==> src/rtl/sevenseg_pkg.sv <==
// Shared definitions for the seven-segment capture path.
//   seg_t      : 7-bit segment pattern {a,b,c,d,e,f,g}, a = bit 6
//   nibble_t   : decoded hex digit
//   SEG_*      : the sixteen legal glyphs
//   rd_state_t : reader state machine encoding
package sevenseg_pkg;

    typedef logic [6:0] seg_t;
    typedef logic [3:0] nibble_t;

    localparam seg_t SEG_0 = 7'b1111110;
    localparam seg_t SEG_1 = 7'b0110000;
    localparam seg_t SEG_2 = 7'b1101101;
    localparam seg_t SEG_3 = 7'b1111001;
    localparam seg_t SEG_4 = 7'b0110011;
    localparam seg_t SEG_5 = 7'b1011011;
    localparam seg_t SEG_6 = 7'b1011111;
    localparam seg_t SEG_7 = 7'b1110000;
    localparam seg_t SEG_8 = 7'b1111111;
    localparam seg_t SEG_9 = 7'b1110011;
    localparam seg_t SEG_A = 7'b1110111;
    localparam seg_t SEG_B = 7'b0011111;
    localparam seg_t SEG_C = 7'b1001110;
    localparam seg_t SEG_D = 7'b0111101;
    localparam seg_t SEG_E = 7'b1001111;
    localparam seg_t SEG_F = 7'b1000111;

    typedef enum logic [1:0] {
        WAIT  = 2'd0,
        COUNT = 2'd1,
        HELD  = 2'd2
    } rd_state_t;

endpackage

==> src/rtl/seg_to_hex.sv <==
// Combinational glyph decoder: segment pattern -> hex nibble.
//   segments : input pattern {a..g}
//   nibble   : decoded value (0 when the pattern is not a glyph)
//   legal    : 1 when the pattern matches one of the sixteen glyphs
module seg_to_hex
    import sevenseg_pkg::*;
(
    input  seg_t    segments,
    output nibble_t nibble,
    output logic    legal
);

    always_comb begin
        nibble = 4'h0;
        legal  = 1'b1;
        unique case (segments)
            SEG_0:   nibble = 4'h0;
            SEG_1:   nibble = 4'h1;
            SEG_2:   nibble = 4'h2;
            SEG_3:   nibble = 4'h3;
            SEG_4:   nibble = 4'h4;
            SEG_5:   nibble = 4'h5;
            SEG_6:   nibble = 4'h6;
            SEG_7:   nibble = 4'h7;
            SEG_8:   nibble = 4'h8;
            SEG_9:   nibble = 4'h9;
            SEG_A:   nibble = 4'hA;
            SEG_B:   nibble = 4'hB;
            SEG_C:   nibble = 4'hC;
            SEG_D:   nibble = 4'hD;
            SEG_E:   nibble = 4'hE;
            SEG_F:   nibble = 4'hF;
            default: legal  = 1'b0;
        endcase
    end

endmodule

==> src/rtl/sevenseg_reader.sv <==
// Monitors a multiplexed seven-segment bus and rebuilds the displayed value.
// A strobed pattern is captured once digit_en and segments have been
// identical for STABLE_CYCLES consecutive cycles.
//   clk         : system clock, rising edge
//   reset       : synchronous active-high reset
//   digit_en    : one-hot digit strobe (anything else is ignored)
//   segments    : shared segment pattern {a..g}
//   value       : captured nibbles, digit i at [4i+3:4i]
//   digit_valid : digit i holds a legally decoded nibble
//   frame_done  : one-cycle pulse once every digit has been captured
//   bad_pattern : one-cycle pulse when a stable pattern is not a glyph
module sevenseg_reader
    import sevenseg_pkg::*;
#(
    parameter int NDIGITS       = 4,
    parameter int STABLE_CYCLES = 4
) (
    input  logic                   clk,
    input  logic                   reset,
    input  logic [NDIGITS-1:0]     digit_en,
    input  seg_t                   segments,
    output logic [4*NDIGITS-1:0]   value,
    output logic [NDIGITS-1:0]     digit_valid,
    output logic                   frame_done,
    output logic                   bad_pattern
);

    localparam int CW = $clog2(STABLE_CYCLES + 1);
    localparam logic [CW-1:0] CNT_ONE  = CW'(1);
    localparam logic [CW-1:0] CNT_LAST = CW'(STABLE_CYCLES - 1);
    localparam logic [CW-1:0] CNT_FULL = CW'(STABLE_CYCLES);

    rd_state_t              state_reg, state_next;
    logic [CW-1:0]          count_reg, count_next;
    logic [NDIGITS-1:0]     prev_en_reg;
    seg_t                   prev_seg_reg;
    logic [NDIGITS-1:0]     seen_reg;
    logic                   frame_done_reg;
    logic                   bad_pattern_reg;

    logic                   one_hot;
    logic                   same;
    logic                   capture;
    nibble_t                nibble;
    logic                   legal;
    logic [NDIGITS-1:0]     seen_merged;
    logic                   frame_hit;

    seg_to_hex u_dec (
        .segments (segments),
        .nibble   (nibble),
        .legal    (legal)
    );

    assign one_hot = $onehot(digit_en);
    assign same    = (digit_en == prev_en_reg) && (segments == prev_seg_reg);

    // Next-state: any non-one-hot strobe drops straight to WAIT; any change
    // of a one-hot input restarts the count at 1 (the new value has been
    // present for one cycle already).
    always_comb begin
        state_next = state_reg;
        count_next = count_reg;
        capture    = 1'b0;
        if (!one_hot) begin
            state_next = WAIT;
            count_next = '0;
        end else begin
            case (state_reg)
                WAIT: begin
                    state_next = COUNT;
                    count_next = CNT_ONE;
                end
                COUNT: begin
                    if (!same) begin
                        count_next = CNT_ONE;
                    end else if (count_reg >= CNT_LAST) begin
                        capture    = 1'b1;
                        state_next = HELD;
                        count_next = CNT_FULL;
                    end else begin
                        count_next = count_reg + CNT_ONE;
                    end
                end
                HELD: begin
                    if (!same) begin
                        state_next = COUNT;
                        count_next = CNT_ONE;
                    end
                end
                default: begin
                    state_next = WAIT;
                    count_next = '0;
                end
            endcase
        end
    end

    // Only legal captures mark a digit as seen; the frame closes in the
    // same edge as the capture that completes the mask.
    assign seen_merged = seen_reg | ((capture && legal) ? digit_en : '0);
    assign frame_hit   = capture && legal && (&seen_merged);

    always_ff @(posedge clk) begin
        if (reset) begin
            state_reg       <= WAIT;
            count_reg       <= '0;
            prev_en_reg     <= '0;
            prev_seg_reg    <= '0;
            seen_reg        <= '0;
            frame_done_reg  <= 1'b0;
            bad_pattern_reg <= 1'b0;
        end else begin
            state_reg       <= state_next;
            count_reg       <= count_next;
            prev_en_reg     <= digit_en;
            prev_seg_reg    <= segments;
            seen_reg        <= frame_hit ? '0 : seen_merged;
            frame_done_reg  <= frame_hit;
            bad_pattern_reg <= capture && !legal;
        end
    end

    // Per-digit storage: an illegal capture keeps the old nibble but
    // withdraws its valid flag.
    for (genvar gi = 0; gi < NDIGITS; gi++) begin : g_digit
        nibble_t nib_reg;
        logic    valid_reg;

        always_ff @(posedge clk) begin
            if (reset) begin
                nib_reg   <= '0;
                valid_reg <= 1'b0;
            end else if (capture && digit_en[gi]) begin
                if (legal) begin
                    nib_reg <= nibble;
                end
                valid_reg <= legal;
            end
        end

        assign value[4*gi +: 4] = nib_reg;
        assign digit_valid[gi]  = valid_reg;
    end

    assign frame_done  = frame_done_reg;
    assign bad_pattern = bad_pattern_reg;

endmodule

==> config.mk <==
export PLATFORM = sky130hd
export DESIGN_NAME = sevenseg_reader
export DESIGN_NICKNAME = d
export VERILOG_FILES = /design/src/rtl/sevenseg_pkg.sv /design/src/rtl/seg_to_hex.sv /design/src/rtl/sevenseg_reader.sv
export SDC_FILE = /design/constraint.sdc
export NUM_CORES = 1
export LEC_CHECK = 0
export CAP_MARGIN = 10
export CORE_MARGIN = 2
export CORE_UTILIZATION = 40
export DETAILED_ROUTE_END_ITERATION = 6
export MAX_ROUTING_LAYER = met4
export PLACE_DENSITY_LB_ADDON = 0.2
export SLEW_MARGIN = 15
export SYNTH_ARGS = -nofsm -noshare
export SYNTH_HDL_FRONTEND = slang
export SYNTH_SLANG_ARGS = --single-unit
==> constraint.sdc <==
create_clock -name clk -period 4.58 [get_ports clk]
set_clock_uncertainty 0.05 [all_clocks]
set_input_delay 1.145 -clock clk [delete_from_list [all_inputs] [get_ports clk]]
set_output_delay 1.145 -clock clk [all_outputs]
set_load 0.005 [all_outputs]
==> results of run 1 <==
## metal layers
layer | vias up | wire, um
li1 | 942 | -
met1 | 859 | 2520
met2 | 44 | 2240
met3 | 7 | 171
met4 | 0 | 53
met5 | - | 0
## logic make-up (layout without fill, tap and decap cells)
family | after synthesis | after routing | share of synthesized area (%)
simple gates | 85 | 85 | 23.7
fa+ha+maj | 5 | 5 | 3.24
compound gates | 55 | 55 | 18.6
buf+inv | 33 | 71 | 7.06
mux | 6 | 6 | 2.78
xor+xnor | 14 | 14 | 5.67
flops | 42 | 42 | 38.9
## critical path, delay by kind of cell
family | cells | cell delay, ns
and+or+nand+nor | 3 | 1.12
AOI/OAI and AO/OA | 2 | 0.56
adders and majority gates | 3 | 0.96
buffers and inverters | 4 | 0.75
## worst paths after layout
path                               endpoint  slack, ns  cells after the start
worst max-delay path            seen_reg[2]       0.20                     12
worst min-delay path            seen_reg[2]       0.42                      2
worst max register to register  seen_reg[2]       2.07                      8
worst min register to register  seen_reg[2]       0.42                      2
## cell type report
type / instances / area [um^2]
Multi-Input combinational cell: 165 / 1170
Tap cell: 70 / 87.6
Clock inverter: 2 / 60.1
Sequential cell: 42 / 841
Timing Repair Buffer: 50 / 460
Inverter: 13 / 48.8
Clock buffer: 6 / 82.6
Fill cell: 492 / 2420
## cells in the mapped netlist, types with 3 or more instances
cell type / instances / share of area, %
o22ai_1: 9 / 2.6
buf_4: 4 / 1.4
nand2_1: 13 / 2.3
dfxtp_1: 42 / 39
buf_2: 5 / 1.2
a21oi_1: 9 / 2.1
nor2_1: 11 / 1.9
o21ai_0: 6 / 1.4
a211o_1: 3 / 1.2
o211ai_1: 3 / 1.0
clkbuf_1: 10 / 1.7
nor3_1: 4 / 0.93
a211oi_1: 8 / 2.8
nand4_1: 4 / 1.2
nand2b_1: 13 / 3.8
nor2b_1: 10 / 2.9
ha_1: 4 / 2.3
nand3_1: 5 / 1.2
nand4b_1: 3 / 1.2
xnor2_1: 13 / 5.3
nor4_1: 6 / 1.7
inv_1: 13 / 2.3
mux2i_1: 6 / 2.8
## stage by stage
stage	cell area (um^2)	TNS (ns)	std cells	setup WS, ns	hold WS [ns]
global placement	2610	-3.17	340	-0.204	0.391
finish	2750	0	348	0.198	0.415
floorplan	2160	0	240	0.337	0.384
global route	2750	0	348	0.0324	0.439
detailed placement	2610	-3.37	340	-0.253	0.399
CTS	2750	0	348	0.0587	0.413
## cells in the final DEF (no fill, tap or decap), types with 8 or more instances in the layout
| cell | Yosys | routed |
|---|---|---|
| dfxtp_1 | 42 | 42 |
| clkdlybuf4s50_1 | 0 | 34 |
| buf_4 | 4 | 16 |
| inv_1 | 13 | 13 |
| nand2_1 | 13 | 13 |
| xnor2_1 | 13 | 13 |
| nand2b_1 | 13 | 13 |
| nor2_1 | 11 | 11 |
| nor2b_1 | 10 | 10 |
| a21oi_1 | 9 | 9 |
| o22ai_1 | 9 | 9 |
| a211oi_1 | 8 | 8 |
## power groups by stage
stage	clock network (W)	registers, W	logic (W)
global placement	0	0.000385	0.0000859
finish	0.000358	0.000377	0.0000868
CTS	0.000364	0.000377	0.0000876
global route	0.000383	0.000378	0.0000972
floorplan	0	0.000384	0.0000552
detailed placement	0	0.000385	0.0000872
==> metrics.cfg, run 1 <==
[yosys]
synth_enable_flop_cells=0
synth_seq_cells=42
synth_nets=258
ys_seq_area_share_pct=38.9
synth_cell_type_count=50
avgSynthCellArea_um2=9.00
syn_inst=240
yosysWarnings=0
synth_area_mm2=0.00216
synth_ff_type=dfxtp_1
async_flop_share_pct=0

[cts]
clock_path_buffers=2
cts_sinks=42
cts_buffers=5
cts-resized-gates=0
clk_pin_slew_ns=0.07
htreeDepth=2
clock_latency_ns=0.29
ctsRootBufferMaster=clkbuf_8
post_cts_buffers=0
hold_buffers=0
tritoncts=built

[setup_path]
crit_path_start_kind=primary input
path_cells=clkdlybuf4s50_1, inv_1, fa_1, inv_1, ha_1, ha_1, or3b_1, or3_4, buf_4, nor4_1, o211ai_2, a211oi_1
crit_start=digit_en[0]
r2r-start=count_reg[0]
crit_arrival_ns=4.54
crit_type=in2reg
critPathMaxFanout=6
crit_slowest_cell=fa_1
critPathMaxStageDelay_ns=0.53
cp-end-kind=flop
cp.required_ns=4.74

[power]
seqPwrFrac_pct=45.9
power_w=0.000822
switching_share_pct=21.6
pwr-share-comb_pct=10.6
switchingPower_w=0.000177
power_frac_clock_pct=43.5
p_int_w=0.000644
ir_worst_vdd_mv=0.176
power.leakage_nw=0.969
power_density_mw_per_mm2=299

[sta]
slew_viol_final=0
setup-violations-final=0
rsz0062_at_grt=no
fmax_mhz=228
slew_headroom_pct=34.1
hold_viol=0
finalCriticalPeriod_ns=4.38
finalCritPeriodShare_pct=95.7
worst_pin_slew_ns=0.981

[final_layout]
layout-drive-gt1-share_pct=12.2
largest_register_ffs=16
fin_util_pct=53.1
area_delta_synth_final_pct=27.2
final_nets=295
n_antenna_cell=0

[routing]
wl_per_cell_um=14.3
vias_per_cell=5.32
drc_errors=0
drt_first_pass_iters=4
num_vias=1852
postRouteAntennaNets=0
routed_wl_um=4980
drtIter0Drc=84

[status]
outcome=finished clean

[die]
die_x_um=77.5
dieArea_mm2=0.00601
initial_utilization_pct=41.8
io_pins=35
rows=26
coreArea_mm2=0.00517
die_h_um=77.5

[grt]
use_met2_pct=28.2
grt_pass1_wl_um=8850
grt_pass1_vias=1883
grt-ovfl-total=0
grt_max_degree=24
grt_use_met1_pct=25.8
met3_usage_pct=3.72
busiest_layer=met2
antenna_found_initial=0
grtUsageTotal_pct=18.8

[worst_hold_path]
hold_path.startpoint=seen_reg[2]
hold_class=reg2reg

[run]
drv_cap=0

[placed_design]
dp_hpwl_um=3620
gp_congestion=0.835
portBuffers=34

Power figures use the tool's default switching activity.
==> run 2, diff against run 1 <==
Settings changed: HOLD_SLACK_MARGIN set to 0.08.
==> results of run 2 <==
Final layout, timing and power as in run 1 (identical DEF).
